## src/rtl/rv_branch_pkg.sv

```systemverilog
// Shared definitions for the branch resolution slice.
//   - funct3 condition codes for conditional branches and SLT/SLTU compares
//   - PC increment used for the fall-through address
package rv_branch_pkg;

    localparam logic [2:0] BEQ  = 3'b000;
    localparam logic [2:0] BNE  = 3'b001;
    localparam logic [2:0] SLT  = 3'b010;
    localparam logic [2:0] SLTU = 3'b011;
    localparam logic [2:0] BLT  = 3'b100;
    localparam logic [2:0] BGE  = 3'b101;
    localparam logic [2:0] BLTU = 3'b110;
    localparam logic [2:0] BGEU = 3'b111;

    localparam int unsigned PC_INC = 4;

endpackage

```

## src/rtl/branch_cond_eval.sv

```systemverilog
// Combinational condition evaluator.
//   Flag generator : rs1/rs2 -> flag_eq, flag_lt (signed), flag_ltu (unsigned)
//   Cond mux       : cond + sel_eq/sel_lt/sel_ltu -> result
// The mux takes its flags on separate inputs so the parent can feed it either
// the live flags (single-stage) or flags registered one stage earlier.
// Ports:
//   rs1, rs2   in  XLEN  operands
//   flag_*     out 1     comparison flags of rs1 vs rs2
//   cond       in  3     funct3 condition code
//   sel_*      in  1     flags the mux evaluates cond against
//   result     out 1     evaluated condition
module branch_cond_eval
    import rv_branch_pkg::*;
#(
    parameter int XLEN = 32
) (
    input  logic [XLEN-1:0] rs1,
    input  logic [XLEN-1:0] rs2,
    output logic            flag_eq,
    output logic            flag_lt,
    output logic            flag_ltu,
    input  logic [2:0]      cond,
    input  logic            sel_eq,
    input  logic            sel_lt,
    input  logic            sel_ltu,
    output logic            result
);

    assign flag_eq  = (rs1 == rs2);
    assign flag_lt  = ($signed(rs1) < $signed(rs2));
    assign flag_ltu = (rs1 < rs2);

    always_comb begin
        result = 1'b0;
        case (cond)
            BEQ:        result = sel_eq;
            BNE:        result = !sel_eq;
            BLT, SLT:   result = sel_lt;
            BGE:        result = !sel_lt;
            BLTU, SLTU: result = sel_ltu;
            BGEU:       result = !sel_ltu;
            default:    result = 1'b0;
        endcase
    end

endmodule

```

## src/rtl/branch_resolve_unit.sv

```systemverilog
// Pipelined branch/compare resolution for the execute stage.
// Evaluates the condition, computes taken target and fall-through, detects a
// front-end misprediction and supplies the redirect PC. One or two register
// stages with a valid/ready handshake, a flush, and a saturating counter of
// mispredicting output transfers.
// Ports:
//   clk, rst                      clock, async active-high reset
//   in_valid/in_ready             upstream handshake
//   in_rs1, in_rs2, in_cond       operands and funct3 condition
//   in_branch, in_pred_taken      branch vs compare, predicted outcome
//   in_pc, in_imm                 instruction PC, sign-extended offset
//   flush                         drop everything in flight
//   out_valid/out_ready           downstream handshake
//   out_result, out_taken         raw condition, actual branch outcome
//   out_mispredict, out_redirect_pc  redirect request and correct next PC
//   ctr_clr, mispredict_cnt       counter clear and saturating count
module branch_resolve_unit
    import rv_branch_pkg::*;
#(
    parameter int XLEN   = 32,
    parameter int STAGES = 1,
    parameter int CNT_W  = 16
) (
    input  logic             clk,
    input  logic             rst,
    input  logic             in_valid,
    output logic             in_ready,
    input  logic [XLEN-1:0]  in_rs1,
    input  logic [XLEN-1:0]  in_rs2,
    input  logic [2:0]       in_cond,
    input  logic             in_branch,
    input  logic             in_pred_taken,
    input  logic [XLEN-1:0]  in_pc,
    input  logic [XLEN-1:0]  in_imm,
    input  logic             flush,
    output logic             out_valid,
    input  logic             out_ready,
    output logic             out_result,
    output logic             out_taken,
    output logic             out_mispredict,
    output logic [XLEN-1:0]  out_redirect_pc,
    input  logic             ctr_clr,
    output logic [CNT_W-1:0] mispredict_cnt
);

    localparam logic [CNT_W-1:0] CNT_MAX = '1;

    logic [XLEN-1:0] target_c;
    logic [XLEN-1:0] fall_c;
    logic            eq_c, lt_c, ltu_c;
    logic            accept;
    logic            out_free;

    // Operands feeding the final output register, from either the live
    // inputs (one stage) or the stage-1 register (two stages).
    logic            src_valid;
    logic [2:0]      sel_cond;
    logic            sel_eq, sel_lt, sel_ltu;
    logic            src_result;
    logic            src_branch;
    logic            src_pred;
    logic [XLEN-1:0] src_target;
    logic [XLEN-1:0] src_fall;

    logic            taken_c;
    logic            mispredict_c;
    logic [XLEN-1:0] redirect_c;

    assign target_c = in_pc + in_imm;
    assign fall_c   = in_pc + XLEN'(PC_INC);
    assign out_free = !out_valid || out_ready;
    // An op offered during a flush is never captured, even if in_ready is high.
    assign accept   = in_valid && in_ready && !flush;

    branch_cond_eval #(.XLEN(XLEN)) u_cond_eval (
        .rs1      (in_rs1),
        .rs2      (in_rs2),
        .flag_eq  (eq_c),
        .flag_lt  (lt_c),
        .flag_ltu (ltu_c),
        .cond     (sel_cond),
        .sel_eq   (sel_eq),
        .sel_lt   (sel_lt),
        .sel_ltu  (sel_ltu),
        .result   (src_result)
    );

    generate
        if (STAGES == 1) begin : g_one_stage
            assign in_ready   = out_free;
            assign src_valid  = accept;
            assign sel_cond   = in_cond;
            assign sel_eq     = eq_c;
            assign sel_lt     = lt_c;
            assign sel_ltu    = ltu_c;
            assign src_branch = in_branch;
            assign src_pred   = in_pred_taken;
            assign src_target = target_c;
            assign src_fall   = fall_c;
        end else if (STAGES == 2) begin : g_two_stage
            logic            s1_valid;
            logic            s1_eq, s1_lt, s1_ltu;
            logic [2:0]      s1_cond;
            logic            s1_branch;
            logic            s1_pred;
            logic [XLEN-1:0] s1_target;
            logic [XLEN-1:0] s1_fall;

            // Stage 1 moves whenever stage 2 is empty or draining, so an
            // empty stage 2 always absorbs a valid stage 1 (no bubbles).
            assign in_ready = !s1_valid || out_free;

            always_ff @(posedge clk or posedge rst) begin
                if (rst) begin
                    s1_valid  <= 1'b0;
                    s1_eq     <= 1'b0;
                    s1_lt     <= 1'b0;
                    s1_ltu    <= 1'b0;
                    s1_cond   <= '0;
                    s1_branch <= 1'b0;
                    s1_pred   <= 1'b0;
                    s1_target <= '0;
                    s1_fall   <= '0;
                end else begin
                    if (flush) begin
                        s1_valid <= 1'b0;
                    end else if (in_ready) begin
                        s1_valid <= accept;
                    end
                    if (accept) begin
                        s1_eq     <= eq_c;
                        s1_lt     <= lt_c;
                        s1_ltu    <= ltu_c;
                        s1_cond   <= in_cond;
                        s1_branch <= in_branch;
                        s1_pred   <= in_pred_taken;
                        s1_target <= target_c;
                        s1_fall   <= fall_c;
                    end
                end
            end

            assign src_valid  = s1_valid;
            assign sel_cond   = s1_cond;
            assign sel_eq     = s1_eq;
            assign sel_lt     = s1_lt;
            assign sel_ltu    = s1_ltu;
            assign src_branch = s1_branch;
            assign src_pred   = s1_pred;
            assign src_target = s1_target;
            assign src_fall   = s1_fall;
        end else begin : g_bad_stages
            $error("branch_resolve_unit: STAGES must be 1 or 2");
        end
    endgenerate

    assign taken_c      = src_branch && src_result;
    // A compare is never a control transfer, so a taken prediction on it is wrong.
    assign mispredict_c = src_branch ? (taken_c != src_pred) : src_pred;
    assign redirect_c   = taken_c ? src_target : src_fall;

    always_ff @(posedge clk or posedge rst) begin
        if (rst) begin
            out_valid       <= 1'b0;
            out_result      <= 1'b0;
            out_taken       <= 1'b0;
            out_mispredict  <= 1'b0;
            out_redirect_pc <= '0;
        end else begin
            if (flush) begin
                out_valid <= 1'b0;
            end else if (out_free) begin
                out_valid <= src_valid;
            end
            if (!flush && out_free && src_valid) begin
                out_result      <= src_result;
                out_taken       <= taken_c;
                out_mispredict  <= mispredict_c;
                out_redirect_pc <= redirect_c;
            end
        end
    end

    // A transfer in a flush cycle still completes, so it is still counted.
    always_ff @(posedge clk or posedge rst) begin
        if (rst) begin
            mispredict_cnt <= '0;
        end else if (ctr_clr) begin
            mispredict_cnt <= '0;
        end else if (out_valid && out_ready && out_mispredict
                     && (mispredict_cnt != CNT_MAX)) begin
            mispredict_cnt <= mispredict_cnt + CNT_W'(1);
        end
    end

endmodule
```

## config.mk

```make
export PLATFORM = sky130hd
export DESIGN_NAME = branch_resolve_unit
export DESIGN_NICKNAME = d
export VERILOG_FILES = /design/src/rtl/rv_branch_pkg.sv /design/src/rtl/branch_cond_eval.sv /design/src/rtl/branch_resolve_unit.sv
export SDC_FILE = /design/constraint.sdc
export NUM_CORES = 1
export LEC_CHECK = 0
export CAP_MARGIN = 20
export CORE_MARGIN = 2
export CORE_UTILIZATION = 45
export CTS_BUF_LIST = sky130_fd_sc_hd__clkbuf_2
export CTS_CLUSTER_DIAMETER = 80
export DETAILED_ROUTE_END_ITERATION = 8
export GPL_TIMING_DRIVEN = 0
export PLACE_DENSITY = 0.8
export SYNTH_ARGS = -nofsm -noshare
export SYNTH_HDL_FRONTEND = slang
export SYNTH_SLANG_ARGS = --single-unit
```

## constraint.sdc

```tcl
create_clock -name clk -period 3.45 [get_ports clk]
set_input_delay 0.5175 -clock clk [delete_from_list [all_inputs] [get_ports clk]]
set_output_delay 0.5175 -clock clk [all_outputs]
set_load 0.01 [all_outputs]
```

* Word-level counts from Yosys, hierarchy flattened
Index checks and enable logic that the tools add are counted. Widths: inputs -> output; s select.
Word-level totals: bits in registers 52, output and inout bits 53, word-level logic and storage cells 47
Operators by class: add/subtract/negate cells 3, order comparisons 2, equality and inequality tests 10, mux-type cells 7, reduce and logical (&&, ||, !) cells 19
Operators by type and width (count):
- $lt 32x32->1 | 2
- $add 32x3->32 const B | 1
- $add 32x32->32 | 1
- $eq 32x32->1 | 1
- $mux 16 | 2
- $mux 32 | 1
- $add 16x1->16 const B | 1
- $ne 16x16->1 const B | 1
- $eq 3x3->1 const B | 4
- $logic_and 1x1->1 | 8
- $eq 3x2->1 const B | 2
- $pmux 1 s6 | 1
- $logic_not 1->1 | 5
- $reduce_bool 2->1 | 2
- $reduce_or 2->1 | 2
- $eq 3x1->1 const B | 1
- $logic_not 3->1 | 1
- $mux 1 | 3
- $logic_or 1x1->1 | 1
- $ne 1x1->1 | 1

* Longest topological paths before layout
depth in word-level cells 6, depth in mapped cells 13

* Hierarchy
Synthesis repeated with hierarchy kept, for this count alone.
Unflattened totals: cells, all modules 687, area total of the unflattened synthesis 5367.6 µm²
Modules (own cells, without submodules):
- branch_resolve_unit | instances 1, cells an instance 564, area an instance 4491.8 µm², sequential area each 1301.2 µm²
- branch_cond_eval | instances 1, cells an instance 123, area an instance 875.8 µm², sequential area each 0.0 µm²

* Worst setup path before layout
OpenSTA, ideal clock, no wires.
path type input to register, start input port in_rs2[30], end register out_redirect_pc[22], setup time 0.134 ns, arrival time 2.840 ns, path slack 0.476 ns, cell stages on the path 13, buffers on the path 2, path through inv_1 > ha_1 > a21oi_1 > nand2_1 > a221oi_1 > o211ai_1 > or4b_1 > o2111ai_2 > o211ai_4 > buf_6 > buf_6 > a22oi_1 > o31ai_1
On the way: cells in the longest elaborated chain, start to end 5, elaborated cells between the ends (all ways) 9
Ends and longest elaborated chain:
- from (decl) | RTL line branch_resolve_unit.sv:29 | input logic [XLEN-1:0] in_rs2,
- $lt 32x32->1, or another cell as far along | RTL line branch_cond_eval.sv:31 | assign flag_ltu = (rs1 < rs2);
- $logic_not 1->1, on equally long branches | RTL line branch_cond_eval.sv:41, branch_cond_eval.sv:37, branch_cond_eval.sv:39
- $pmux 1 s6 (*) | RTL line branch_cond_eval.sv:35 | case (cond)
- $logic_and 1x1->1 (*) | RTL line branch_resolve_unit.sv:157 | assign taken_c = src_branch && src_result;
- $mux 32 (*) | RTL line branch_resolve_unit.sv:160 | assign redirect_c = taken_c ? src_target : src_fall;
- to (signal assigned) | RTL line branch_resolve_unit.sv:179 | out_redirect_pc <= redirect_c;
- to (decl) | RTL line branch_resolve_unit.sv:41 | output logic [XLEN-1:0] out_redirect_pc,
Every way passes the cells marked *; elsewhere a longest branch is shown, timed or not. A chain may end at the register's enable or synchronous reset.

* Worst setup path after layout
start input port in_pc[0], end register out_redirect_pc[28]
On the way: cells in the longest elaborated chain, start to end 2, elaborated cells between the ends (all ways) 3
Ends and longest elaborated chain:
- from (decl) | RTL line branch_resolve_unit.sv:33 | input logic [XLEN-1:0] in_pc,
- $add 32x3->32 / $add 32x32->32 (equally long branches) | RTL line branch_resolve_unit.sv:70, branch_resolve_unit.sv:69
- $mux 32 (*) | RTL line branch_resolve_unit.sv:160
Marked as above.

==> out/qor.yml <==
route:
  dr.pass1.iters: 6
  ant_nets: 0
  wl_per_cell_um: 16.7
  drt_first_iter_violations: 317
  num_vias: 5705
  detail_route.wirelength_mm: 16.9
  drc: 0
  avgViaCountPerCell: 5.63
floorplanning:
  die_w_um: 114
  start_util_pct: 45.5
  design.die.area_um2: 12900
  rows: 40
  ios: 192
  die-height_um: 114
  core_area_um2: 11900
placed_design:
  place_congestion: 0.922
  place_ws_ns: -0.545
  post-dp-hpwl_mm: 13.6
  io_buffers: 190
  place_inst: 1002
cts:
  clock-sinks: 52
  cts_hold_buffers: 0
  clockBufferDepth: 2
  cts_made_buffers: 5
  cts_max_level: 2
  cts-root-buf: "clkbuf_2"
  worstSkewPairLatency_ns: 0.52
  cts_tree: "done"
  cts.clk_slew.worst_paths_ns: 0.33
power:
  p_switching_mw: 0.803
  leakagePower_nw: 3.35
  power_density_nw_per_um2: 277
  combinationalPowerShare_pct: 50.2
  seq_power_share_pct: 35.6
  pwr-share-clk_pct: 14.2
  irDropWorstVdd_uv: 209
  p_int_mw: 1.31
  swShare_pct: 38.1
layout:
  instances_no_fill: 1013
  area_growth_pct: 40.8
  fin_nets: 1070
  layout-drive-gt1-share_pct: 4.50
  antennaDiodeCount: 0
  n_fill_cell: 1065
global_route:
  track_usage_pct: 25.7
  grt_max_degree: 39
  grt_pass1_vias: 5744
  grt_overflow: 0
  antenna_found_initial: 0
  grt_pass1_wl_mm: 27.0
yosys:
  synth_top_area_share_pct: 24.1
  seq_area_frac_synth_pct: 24.1
  synth_cells: 662
  ys_async_sr_fraction_pct: 100
  ys.flop_type: "dfrtp_1"
  synth_nets: 867
  yosys-top-cells-area: "dfrtp_1, ha_1, xnor2_1"
  post-synth-top-area-cell: "dfrtp_1"
  synth_area_per_cell_um2: 8.16
  synth-seq-cells: 52
  synthDistinctLibCells: 63
  yosysWarnings: 0
  syn_area_um2: 5400
  synth_edf_count: 0
critical_path:
  critical_path_class: "primary input to flop"
  slowest_delay_ns: 0.49
  rrSetupSlack_ns: 1.14
  end_kind: "flop"
  critPathMaxFanout: 5
  crit_path_start_kind: "primary input"
  cp_cell_sequence: "clkdlybuf4s50_1 > ha_1 > inv_1 > fa_1 > nor2b_1 > o31a_1 > o32a_1 > a21bo_2 > a41oi_2 > nor3_1 > mux2_2 > a211oi_2 > a21oi_1"
  cp_slowest_cell: "clkdlybuf4s50_1"
  crit_arrival_ns: 3.85
  critPathRequiredTime_ns: 3.91
flow_run:
  maxCapViolCount: 0
status:
  status: "complete, no violations"
sta:
  finalHoldViolations: 0
  setup_viol: 0
  drv_slew: 0
  whs_ns: 0.247
  rsz0062_at_grt: "yes"
  fin_crit_ns: 3.38
  fin_crit_sh_pct: 98.1
  worstMarginPinSlew_ns: 0.609
  max_slew_margin_pct: 59.3
  fmax_mhz: 295
  fin_skew_ns: 0.0231
  setup_slack_ns: 0.0653
hold_path:
  min_path_type: "primary input to async pin"
power groups by stage:
stage	sequential (mW)	combinational (mW)	clock, mW
final	0.750	1.06	0.299
after global routing	0.762	1.16	0.332
after CTS	0.751	1.05	0.308
after detailed placement	0.761	1.04	0
after global placement	0.759	1.02	0
after floorplan	0.789	0.509	0
cell type report:
class	instances	area, um2	share of cell area [%]
Sequential cell	52	1300	17.1
Clock buffer	5	25.0	0.329
Inverter	55	206	2.72
Multi-Input combinational cell	537	3810	50.1
Clock inverter	3	25.0	0.329
Timing Repair Buffer	195	1950	25.6
Buffer	19	103	1.35
Tap cell	147	184	2.42
synthesized netlist by cell type (3+ instances only):
master,count
o21ai_0,29
xor2_1,31
o311ai_1,6
nor2b_1,4
o21bai_1,5
nand3_1,32
o31ai_1,3
a221o_1,3
ha_1,65
nor2_1,39
xnor2_1,37
inv_1,55
mux2i_1,17
buf_6,4
nand2_1,68
and3_1,8
a31oi_1,8
a21o_1,10
nor3_1,8
nand4_1,22
dfrtp_1,52
and4_1,4
or3_1,5
and2_1,3
a21oi_1,52
o21ai_1,16
a221oi_1,3
a21bo_2,3
mux2_2,3
a211oi_1,5
nand2b_1,5
o211ai_1,5
o22ai_1,3
clkbuf_1,13
worst paths after layout:
path / cells after the start / end / from
setup / recovery: 13 / out_redirect_pc[28] / in_pc[0]
hold / removal: 2 / out_redirect_pc[3] / rst
setup reg to reg: 9 / mispredict_cnt[15] / mispredict_cnt[11]
hold reg to reg: 2 / out_redirect_pc[2] / out_redirect_pc[2]
max in group asynchronous: 3 / out_redirect_pc[21] / rst
min in group clk: 2 / mispredict_cnt[14] / ctr_clr
sequential cells by signal, indices dropped and copies added, names as in the netlist:
name             flops
out_mispredict       1
out_result           1
out_valid            1
mispredict_cnt      16
out_redirect_pc     32
out_taken            1
repair_timing:
| item | CTS | global route |
|---|---|---|
| resized for setup | 0 | 2 |
| setup buffers | 0 | 2 |
| endpoints found under the setup margin | 0 | 15 |
kinds of logic (layout without fill, tap and decap cells):
kind of cell / after synthesis / count (layout) / synth area share (%)
xor+xnor: 68 / 68 / 11.0
fa+ha+maj: 66 / 66 / 15.4
simple gates: 211 / 211 / 19.4
flops: 52 / 52 / 24.1
compound gates: 171 / 172 / 20.5
mux: 20 / 20 / 3.78
buf+inv: 74 / 277 / 5.72
routing by layer:
layer | part of all wire (%) | GRT usage (%) | vias up
li1 | - | - | 2798
met1 | 43 | 31.3 | 2673
met2 | 49 | 46.7 | 202
met3 | 5.7 | 3.93 | 32
met4 | 2.7 | 8.13 | 0
met5 | 0 | 0 | -
cells in the final DEF (no fill, tap or decap), types with 10 or more instances in the layout:
cell type / netlist / final
dfrtp_1: 52 / 52
o21ai_0: 29 / 29
clkbuf_1: 13 / 13
nand3_1: 32 / 32
nand4_1: 22 / 22
ha_1: 65 / 65
xor2_1: 31 / 31
o21ai_1: 16 / 16
xnor2_1: 37 / 37
nor2_1: 39 / 39
a21o_1: 10 / 10
inv_1: 55 / 54
nand2_1: 68 / 68
mux2i_1: 17 / 17
clkdlybuf4s50_1: 0 / 190
a21oi_1: 52 / 51
critical path: cells and delay by family:
| family | cells | cell delay, ns |
|---|---|---|
| AO/OA/AOI/OAI | 6 | 1.25 |
| adder cells (fa/ha/maj) | 2 | 0.64 |
| buffers and inverters | 2 | 0.57 |
| multiplexers | 1 | 0.39 |
| AND/OR/NAND/NOR | 2 | 0.47 |
metrics by stage:
stage	util, %	power, mW	TNS, ns	cell area, um2
2_1_floorplan	-	1.30	0	5400
3_3_place_gp	63.1	1.77	-10.15	7480
3_5_place_dp	63.4	1.80	-13.09	7510
4_1_cts	63.8	2.11	0	7560
5_1_grt	64.1	2.25	-0.0114	7600
6_report	64.1	2.11	0	7600
No activity file was read; power rests on OpenSTA's default activity.
